**src/rtl/st_io_master.sv**
```systemverilog
// st_io_master: initiator on the ST programming bus.
// Accepts one read/write command at a time, runs a single bus transfer to the
// slave selected by cmd_addr[31:16], and returns exactly one response.
module st_io_master #(
  parameter int unsigned NUM_SLAVES = 4,
  parameter int unsigned WR_CYCLES  = 2,
  parameter int unsigned RD_TIMEOUT = 255
) (
  input  logic                  io_clk,
  input  logic                  reset,
  input  logic                  cmd_valid,
  output logic                  cmd_ready,
  input  logic                  cmd_wr,
  input  logic [31:0]           cmd_addr,
  input  logic [31:0]           cmd_wr_data,
  output logic                  rsp_valid,
  input  logic                  rsp_ready,
  output logic [31:0]           rsp_data,
  output logic [1:0]            rsp_err,
  output logic [NUM_SLAVES-1:0] io_sel,
  output logic                  io_sync,
  output logic [15:0]           io_addr,
  output logic                  io_rd_en,
  output logic                  io_wr_en,
  output logic [31:0]           io_wr_data,
  input  logic [31:0]           io_rd_data,
  input  logic                  io_rd_ack
);

  typedef enum logic [1:0] {
    ST_IDLE,
    ST_SYNC,
    ST_WAIT,
    ST_RESP
  } state_t;

  localparam logic [1:0] ERR_OK  = 2'd0;
  localparam logic [1:0] ERR_IDX = 2'd1;
  localparam logic [1:0] ERR_TMO = 2'd2;

  localparam logic [7:0] WR_LIM = 8'(WR_CYCLES);
  localparam logic [7:0] RD_LIM = 8'(RD_TIMEOUT);

  state_t                  state_q;
  logic                    cmd_ready_q;
  logic                    rsp_valid_q;
  logic [31:0]             rsp_data_q;
  logic [1:0]              rsp_err_q;
  logic [NUM_SLAVES-1:0]   io_sel_q;
  logic                    io_sync_q;
  logic [15:0]             io_addr_q;
  logic                    io_rd_en_q;
  logic                    io_wr_en_q;
  logic [31:0]             io_wr_data_q;
  logic [7:0]              cnt_q;

  logic [15:0]             cmd_idx;
  logic                    idx_ok;
  logic                    accept;
  logic [NUM_SLAVES-1:0]   sel_dec;
  logic                    wait_done;
  logic [1:0]              wait_err;
  logic [31:0]             wait_data;

  assign cmd_idx = cmd_addr[31:16];
  assign idx_ok  = 32'(cmd_idx) < NUM_SLAVES;
  assign accept  = cmd_valid && cmd_ready_q;

  // One-hot decode of the slave index from the incoming command.
  always_comb begin
    sel_dec = '0;
    for (int unsigned i = 0; i < NUM_SLAVES; i++) begin
      sel_dec[i] = (32'(cmd_idx) == i);
    end
  end

  // WAIT-state completion: write hold expiry, read ack (wins over timeout), or timeout.
  always_comb begin
    wait_done = 1'b0;
    wait_err  = ERR_OK;
    wait_data = '0;
    if (io_wr_en_q) begin
      if (cnt_q == WR_LIM) begin
        wait_done = 1'b1;
      end
    end else if (io_rd_ack) begin
      wait_done = 1'b1;
      wait_data = io_rd_data;
    end else if (cnt_q == RD_LIM) begin
      wait_done = 1'b1;
      wait_err  = ERR_TMO;
    end
  end

  // Transaction FSM with all outputs registered.
  always_ff @(posedge io_clk) begin
    if (reset) begin
      state_q      <= ST_IDLE;
      cmd_ready_q  <= 1'b0;
      rsp_valid_q  <= 1'b0;
      rsp_data_q   <= '0;
      rsp_err_q    <= '0;
      io_sel_q     <= '0;
      io_sync_q    <= 1'b0;
      io_addr_q    <= '0;
      io_rd_en_q   <= 1'b0;
      io_wr_en_q   <= 1'b0;
      io_wr_data_q <= '0;
      cnt_q        <= '0;
    end else begin
      case (state_q)
        ST_IDLE: begin
          cmd_ready_q <= 1'b1;
          if (accept) begin
            cmd_ready_q <= 1'b0;
            if (!idx_ok) begin
              rsp_valid_q <= 1'b1;
              rsp_err_q   <= ERR_IDX;
              rsp_data_q  <= '0;
              state_q     <= ST_RESP;
            end else begin
              io_sync_q    <= 1'b1;
              io_sel_q     <= sel_dec;
              io_addr_q    <= cmd_addr[15:0];
              io_wr_data_q <= cmd_wr_data;
              io_rd_en_q   <= !cmd_wr;
              io_wr_en_q   <= cmd_wr;
              state_q      <= ST_SYNC;
            end
          end
        end
        ST_SYNC: begin
          io_sync_q <= 1'b0;
          cnt_q     <= 8'd1;
          state_q   <= ST_WAIT;
        end
        ST_WAIT: begin
          if (cnt_q != 8'hFF) begin
            cnt_q <= cnt_q + 8'd1;
          end
          if (wait_done) begin
            io_sel_q     <= '0;
            io_addr_q    <= '0;
            io_rd_en_q   <= 1'b0;
            io_wr_en_q   <= 1'b0;
            io_wr_data_q <= '0;
            rsp_valid_q  <= 1'b1;
            rsp_err_q    <= wait_err;
            rsp_data_q   <= wait_data;
            state_q      <= ST_RESP;
          end
        end
        ST_RESP: begin
          if (rsp_ready) begin
            rsp_valid_q <= 1'b0;
            cmd_ready_q <= 1'b1;
            state_q     <= ST_IDLE;
          end
        end
        default: begin
          state_q <= ST_IDLE;
        end
      endcase
    end
  end

  assign cmd_ready  = cmd_ready_q;
  assign rsp_valid  = rsp_valid_q;
  assign rsp_data   = rsp_data_q;
  assign rsp_err    = rsp_err_q;
  assign io_sel     = io_sel_q;
  assign io_sync    = io_sync_q;
  assign io_addr    = io_addr_q;
  assign io_rd_en   = io_rd_en_q;
  assign io_wr_en   = io_wr_en_q;
  assign io_wr_data = io_wr_data_q;

endmodule

```
**config.mk**
```make
export PLATFORM = sky130hd
export DESIGN_NAME = st_io_master
export DESIGN_NICKNAME = d
export VERILOG_FILES = /design/src/rtl/st_io_master.sv
export SDC_FILE = /design/constraint.sdc
export NUM_CORES = 1
export LEC_CHECK = 0
export BUFFER_PORTS_ARGS = -buffer_cell sky130_fd_sc_hd__clkbuf_2
export CAP_MARGIN = 20
export CORE_MARGIN = 2
export CORE_UTILIZATION = 46
export CTS_BUF_LIST = sky130_fd_sc_hd__clkbuf_4 sky130_fd_sc_hd__clkbuf_8 sky130_fd_sc_hd__clkbuf_16
export DETAILED_ROUTE_END_ITERATION = 6
export GPL_ROUTABILITY_DRIVEN = 0
export PLACE_DENSITY_LB_ADDON = 0.3
export SYNTH_ARGS = -nofsm -noshare
export SYNTH_HDL_FRONTEND = slang
export SYNTH_SLANG_ARGS = --single-unit
```
**constraint.sdc**
```tcl
create_clock -name io_clk -period 2.76 [get_ports io_clk]
set_clock_uncertainty 0.1 [all_clocks]
set_input_delay 0.138 -clock io_clk [delete_from_list [all_inputs] [get_ports io_clk]]
set_output_delay 0.138 -clock io_clk [all_outputs]
set_load 0.01 [all_outputs]
```
==> results of run 1 <==
[flip-flops by register name, summed over array words and instances, names as in the netlist]
signal      count
rsp_data       32
io_sel          4
cmd_ready       1
state_q         2
rsp_valid       1
rsp_err         2
io_wr_data     32
io_wr_en        1
cnt_q           8
io_sync         1
io_addr        16
io_rd_en        1
[cell families after synthesis]
logic type | Yosys count
multiplexers | 35
buffers and inverters | 31
flip-flops | 101
adder cells (fa/ha/maj) | 7
XOR/XNOR | 4
AND/OR/NAND/NOR | 118
AO/OA/AOI/OAI | 81
[cells in the mapped netlist (all sizes together), types with 3 or more instances]
| cell | number | area (um^2) |
|---|---|---|
| nand2b | 37 | 231.5 |
| and3 | 3 | 18.77 |
| nor4 | 5 | 37.53 |
| xnor2 | 3 | 26.28 |
| dfxtp | 101 | 2022 |
| clkbuf | 10 | 37.54 |
| ha | 7 | 87.58 |
| nand3 | 4 | 20.02 |
| inv | 6 | 22.52 |
| mux2i | 35 | 350.3 |
| nand4 | 3 | 18.77 |
| buf | 15 | 168.9 |
| a22o | 52 | 455.4 |
| nor2 | 17 | 63.81 |
| nand2 | 40 | 157.6 |
| nor4b | 3 | 26.28 |
| a21oi | 7 | 38.79 |
[layout make-up]
class	instances	share of cell area, %
inverter	6	0.3715
multi-input combinational	245	29.80
clock buffer	10	2.270
tap	108	2.229
clock inverter	6	1.342
sequential	101	33.35
timing repair buffer	280	30.63
[repair_timing]
action	CTS	global route
hold buffers	84	0
endpoints found under the hold margin	87	0
setup buffers	0	0
[how the worst max path moves through the flow]
stage,slack (ps),endpoint,cells past startpoint,startpoint
after floorplan,830,io_wr_en,8,cnt_q[0]
after global placement,570,io_wr_data[6],6,state_q[0]
after detailed placement,420,io_addr[2],6,state_q[0]
after CTS,400,io_wr_data[17],6,state_q[0]
after global routing,210,io_wr_data[12],6,state_q[0]
final,360,io_wr_data[12],6,state_q[0]
[cells in the final DEF, fill, tap and decap left out, drive strengths merged, types with 5 or more instances in the layout]
cell type	Yosys	layout
nand2b	37	37
inv	6	7
a21oi	7	7
dlygate4sd3	0	84
a22o	52	52
clkbuf	10	202
mux2i	35	35
nor4	5	5
ha	7	7
nand2	40	40
dfxtp	101	101
nor2	17	17
[where the power goes]
group	switching [mW]	internal (mW)	leakage [nW]	total (mW)
clock network	0.533	0.460	0.110	0.993
logic	0.428	0.387	1.82	0.815
registers	0.0412	1.51	0.815	1.55
[layer usage]
metal / up-vias / wire (um) / GRT usage [%]
met3: 20 / 841 / 7.731
met1: 1713 / 4881 / 28.42
met5: - / 0 / 0
met4: 0 / 201 / 6.944
met2: 150 / 5509 / 41.80
li1: 1867 / - / -
==> impl_metrics.json, run 1 <==
{
  "status": "finished clean",
  "ys_ff_latch": 101,
  "track_usage_pct": 23.99,
  "drt_iter0_markers": 115,
  "grt_max_degree": 55,
  "ys_seq_area_share_pct": 50.03,
  "min_from": "reset",
  "antenna_found_initial": 0,
  "placed_cell_area_um2": 5002,
  "slew_headroom_pct": 55.34,
  "synth.avg_cell_area_um2": 10.72,
  "ys_warn_count": 0,
  "wl_per_cell_um": 15.12,
  "num-nets-final": 752,
  "num_vias": 3750,
  "muxShareOfSynthArea_pct": 8.669,
  "synth_cells": 377,
  "synth-compound-area-share_pct": 17.18,
  "slew_violations": 0,
  "synth_nets": 486,
  "dp_worst_setup_slack_ps": 417.9,
  "ant_nets": 0,
  "critical-path-top-delay-family": "compound AO/OA/AOI/OAI gates",
  "async_flop_share_pct": 0,
  "p_leak_nw": 2.744,
  "endpoint_kind": "register",
  "fp.dieH_um": 97.73,
  "synth_cell_types": 46,
  "cap_violations": 0,
  "yosys_most_used_dff": "dfxtp_1",
  "multi_input_area_um2": 1807,
  "drive_gt1_share_pct": 34.26,
  "grt-ovfl-total": 0,
  "worstSkewPairLatency_ps": 350,
  "cts_tree": "built",
  "io_pins": 193,
  "clk_pin_slew_ps": 100,
  "r2r_cells": 6,
  "grt_pass1_wl_mm": 18.95,
  "fin_ws_ps": 357.3,
  "seq_area_um2": 2022,
  "p_total_mw": 3.357,
  "criticalPathCategory": "register to register",
  "diodes": 0,
  "drt-total-wl_mm": 11.43,
  "clock-sinks": 101,
  "post-route-period-util_pct": 87.05,
  "synth_area_um2": 4041,
  "hold_slack_ps": 50.96,
  "cts_resized": 0,
  "core-area_um2": 8636,
  "crit_chain": "inv_1 -> ha_1 -> o2111ai_4 -> a21oi_4 -> buf_4 -> a22o_1",
  "synth-xor-area-share_pct": 0.8669,
  "firstDrtPassIters": 4,
  "numPortBuffers": 192,
  "finalSetupViolations": 0,
  "rr_endpoint": "io_wr_data[12]",
  "drcViolationCount": 0,
  "slowest_stage": "ha_1",
  "fin_util_pct": 70.20,
  "synth_edf_count": 0,
  "r2r-start": "state_q[0]",
  "ir_drop_v": 0.0002827,
  "die_area_um2": 9551,
  "rows": 34,
  "worst_setup_path_start_kind": "register",
  "max_stage_delay_ps": 530,
  "crit_fanout": 54,
  "cts.path.max_buffers": 2,
  "fin_area_um2": 6062,
  "hold_end": "cnt_q[1]",
  "cts_root_buf": "clkbuf_8",
  "n_fill_cell": 621,
  "fmax_ghz": 0.4162,
  "fin_crit_ps": 2403,
  "synth_top_family_by_area": "compound AO/OA/AOI/OAI gates",
  "cts-buffers-inserted": 9,
  "area_growth_pct": 50.00,
  "hpwl_mm": 6.739,
  "dp.cells": 656,
  "rsz0062_at_grt": "false",
  "vias_per_cell": 4.960,
  "setup-tns-final_ps": 0,
  "synth_simple_gate_area_share_pct": 15.42,
  "cp.arrival_ps": 2600,
  "hold_viol": 0,
  "final_cells": 756,
  "synthAdderAreaFrac_pct": 2.167,
  "grt_pass1_vias": 3988,
  "h-tree-depth": 3,
  "powerDensity_nw_per_um2": 553.8,
  "reg2reg_slack_ps": 360,
  "start_util_pct": 46.80,
  "worst_pin_slew_ps": 669.8,
  "critPathBufInv": 2,
  "die_w_um": 97.73,
  "holdPathStages": 2,
  "hp-class": "input port to register",
  "required_ps": 2950
}
Power figures use the tool's default switching activity.
==> run 2: changes to the inputs <==
ABC_AREA = 1   (was unset)
CORE_UTILIZATION = 48   (was 46)
==> impl_metrics.json, run 2 <==
{
  "synth.top_cells.by_area": "dfxtp_1 44%, nor2_1 19%, nand2_1 8.1%",
  "cap_violations": 0,
  "crit_fanout": 32,
  "synth_top_cell_by_area": "dfxtp_1",
  "clk_pin_slew_ps": 100,
  "hold_slack_ps": 5.159,
  "postCtsSetupBuffers": 0,
  "antenna_found_initial": 0,
  "drive_gt1_share_pct": 24.86,
  "grt_max_degree": 59,
  "yosysTopAreaCellShare_pct": 44.06,
  "clock-sinks": 101,
  "synth_edf_count": 0,
  "layout_commonest_cell": "nor2_1",
  "slowest_stage": "o21ai_1",
  "status": "finished clean",
  "hp-class": "input port to register",
  "grt_pass1_vias": 4485,
  "async_flop_share_pct": 0,
  "rsz0062_at_grt": "false",
  "mostFrequentLayoutCells": "233 x nor2_1, 192 x clkbuf_2, 101 x dfxtp_1",
  "path_common_cell": "inv_1",
  "numPortBuffers": 192,
  "placed_cell_area_um2": 5600,
  "cts.path.max_buffers": 2,
  "endpoint_kind": "register",
  "die_area_um2": 10360,
  "wl_per_cell_um": 12.03,
  "drt-total-wl_mm": 12.68,
  "post-route-period-util_pct": 92.77,
  "grt-ovfl-total": 0,
  "slew_violations": 0,
  "criticalPathCategory": "register to register",
  "track_usage_pct": 24.04,
  "ys_seq_area_share_pct": 44.06,
  "cts-buffers-inserted": 9,
  "drcViolationCount": 0,
  "synth_cell_types": 24,
  "core-area_um2": 9240,
  "slew_headroom_pct": 37.29,
  "start_util_pct": 49.67,
  "ys_ff_latch": 101,
  "cts_tree": "built",
  "num-nets-final": 1029,
  "area_growth_pct": 35.63,
  "h-tree-depth": 3,
  "hold_viol": 0,
  "synth_area_um2": 4589,
  "diodes": 0,
  "fmax_ghz": 0.3906,
  "synth_common_cells": "234 x nor2_1, 101 x dfxtp_1, 99 x nand2_1",
  "max_stage_delay_ps": 680,
  "fp.dieH_um": 101.8,
  "cp.arrival_ps": 2700,
  "cts_resized": 0,
  "synth_nets": 815,
  "synth.avg_cell_area_um2": 6.501,
  "setup-tns-final_ps": 0,
  "fin_crit_ps": 2560,
  "ant_nets": 0,
  "rows": 35,
  "vias_per_cell": 4.636,
  "synth_cells": 706,
  "hpwl_mm": 8.015,
  "grt_pass1_wl_mm": 20.01,
  "drt_iter0_markers": 138,
  "powerDensity_nw_per_um2": 1033,
  "ys_warn_count": 0,
  "p_leak_nw": 3.409,
  "fin_area_um2": 6225,
  "cts_root_buf": "clkbuf_8",
  "worst_pin_slew_ps": 940.6,
  "hold_buffers": 41,
  "io_pins": 193,
  "worst_setup_path_start_kind": "register",
  "required_ps": 2900,
  "ir_drop_v": 0.0005590,
  "num_vias": 4886,
  "finalSetupViolations": 0,
  "firstDrtPassIters": 4,
  "worstSkewPairLatency_ps": 350,
  "synth_most_common_cell": "nor2_1",
  "die_w_um": 101.8,
  "crit_chain": "inv_1 -> ha_2 -> inv_1 -> o21ai_1 -> nand2_2 -> buf_12 -> a21oi_1 -> nor2_1",
  "yosys_most_used_dff": "dfxtp_1"
}
==> run 2: changes by cell type after synthesis, moves of 8 or more <==
cell	previous run	this run
clkbuf_1	10	18
nand2b_1	37	0
mux2i_1	35	0
inv_1	6	93
a21oi_1	6	33
o21ai_0	1	54
a22o_1	52	0
buf_2	5	16
nand3_1	4	14
nand2_1	39	99
nor2_1	17	234
o21ai_1	1	9
==> run 2: per-layer routing <==
| metal | vias up | global-route usage [%] | wire (um) |
|---|---|---|---|
| met4 | 0 | 8.212 | 318 |
| li1 | 2556 | - | - |
| met3 | 26 | 7.108 | 861 |
| met1 | 2136 | 28.69 | 5281 |
| met2 | 168 | 41.19 | 6220 |
| met5 | - | 0 | 0 |
==> run 2: power by group <==
part,total (mW),switching [mW],internal (mW)
sequential,2.35,0.301,2.05
combinational,3.09,1.97,1.12
clock,0.987,0.503,0.485
==> run 2: path summary, 6_finish.rpt <==
| path | start | endpoint | slack (ps) | cells after the start |
|---|---|---|---|---|
| hold / removal | cmd_wr_data[21] | io_wr_data[21] | 5 | 5 |
| setup / recovery | state_q[0] | rsp_data[0] | 200 | 8 |
| hold reg to reg | io_sync | io_sync | 370 | 2 |
| setup reg to reg | state_q[0] | rsp_data[0] | 200 | 8 |
==> run 2: kinds of logic after synthesis <==
logic type | share of synthesized area (%)
flip-flops | 44.06
buffers and inverters | 11.83
AO/OA/AOI/OAI | 10.61
AND/OR/NAND/NOR | 31.41
XOR/XNOR | 0.1909
adder cells (fa/ha/maj) | 1.908
==> run 2: worst max-delay path: cells and delay by family, from the launching register on <==
kind                     cells  cell delay, ps
adder cells (fa/ha/maj)      1             190
AO/OA/AOI/OAI                2             860
flip-flops                   1             340
AND/OR/NAND/NOR              2             460
buffers and inverters        3             480
==> run 2: final cells by class <==
| cell class | instances | area (um^2) |
|---|---|---|
| flip-flops and latches | 101 | 2022 |
| clock inverters | 4 | 55.05 |
| fillers | 862 | 3015 |
| clock buffers | 12 | 158.9 |
| well taps | 129 | 161.4 |
| inverters | 96 | 361.6 |
| multi-input cells | 472 | 2029 |
| repair buffers | 240 | 1436 |
==> run 2: stage by stage <==
stage / total power, mW / setup WS (ps) / instances / utilization [%]
3_3_place_gp: 5.345 / 377.3 / 997 / 60.61
5_1_grt: 7.001 / 7.679 / 1054 / 67.37
6_report: 6.427 / 199.5 / 1054 / 67.37
3_5_place_dp: 5.393 / 281.7 / 997 / 60.61
4_1_cts: 6.434 / 218.5 / 1054 / 67.37
2_1_floorplan: 4.427 / 964.1 / 706 / -
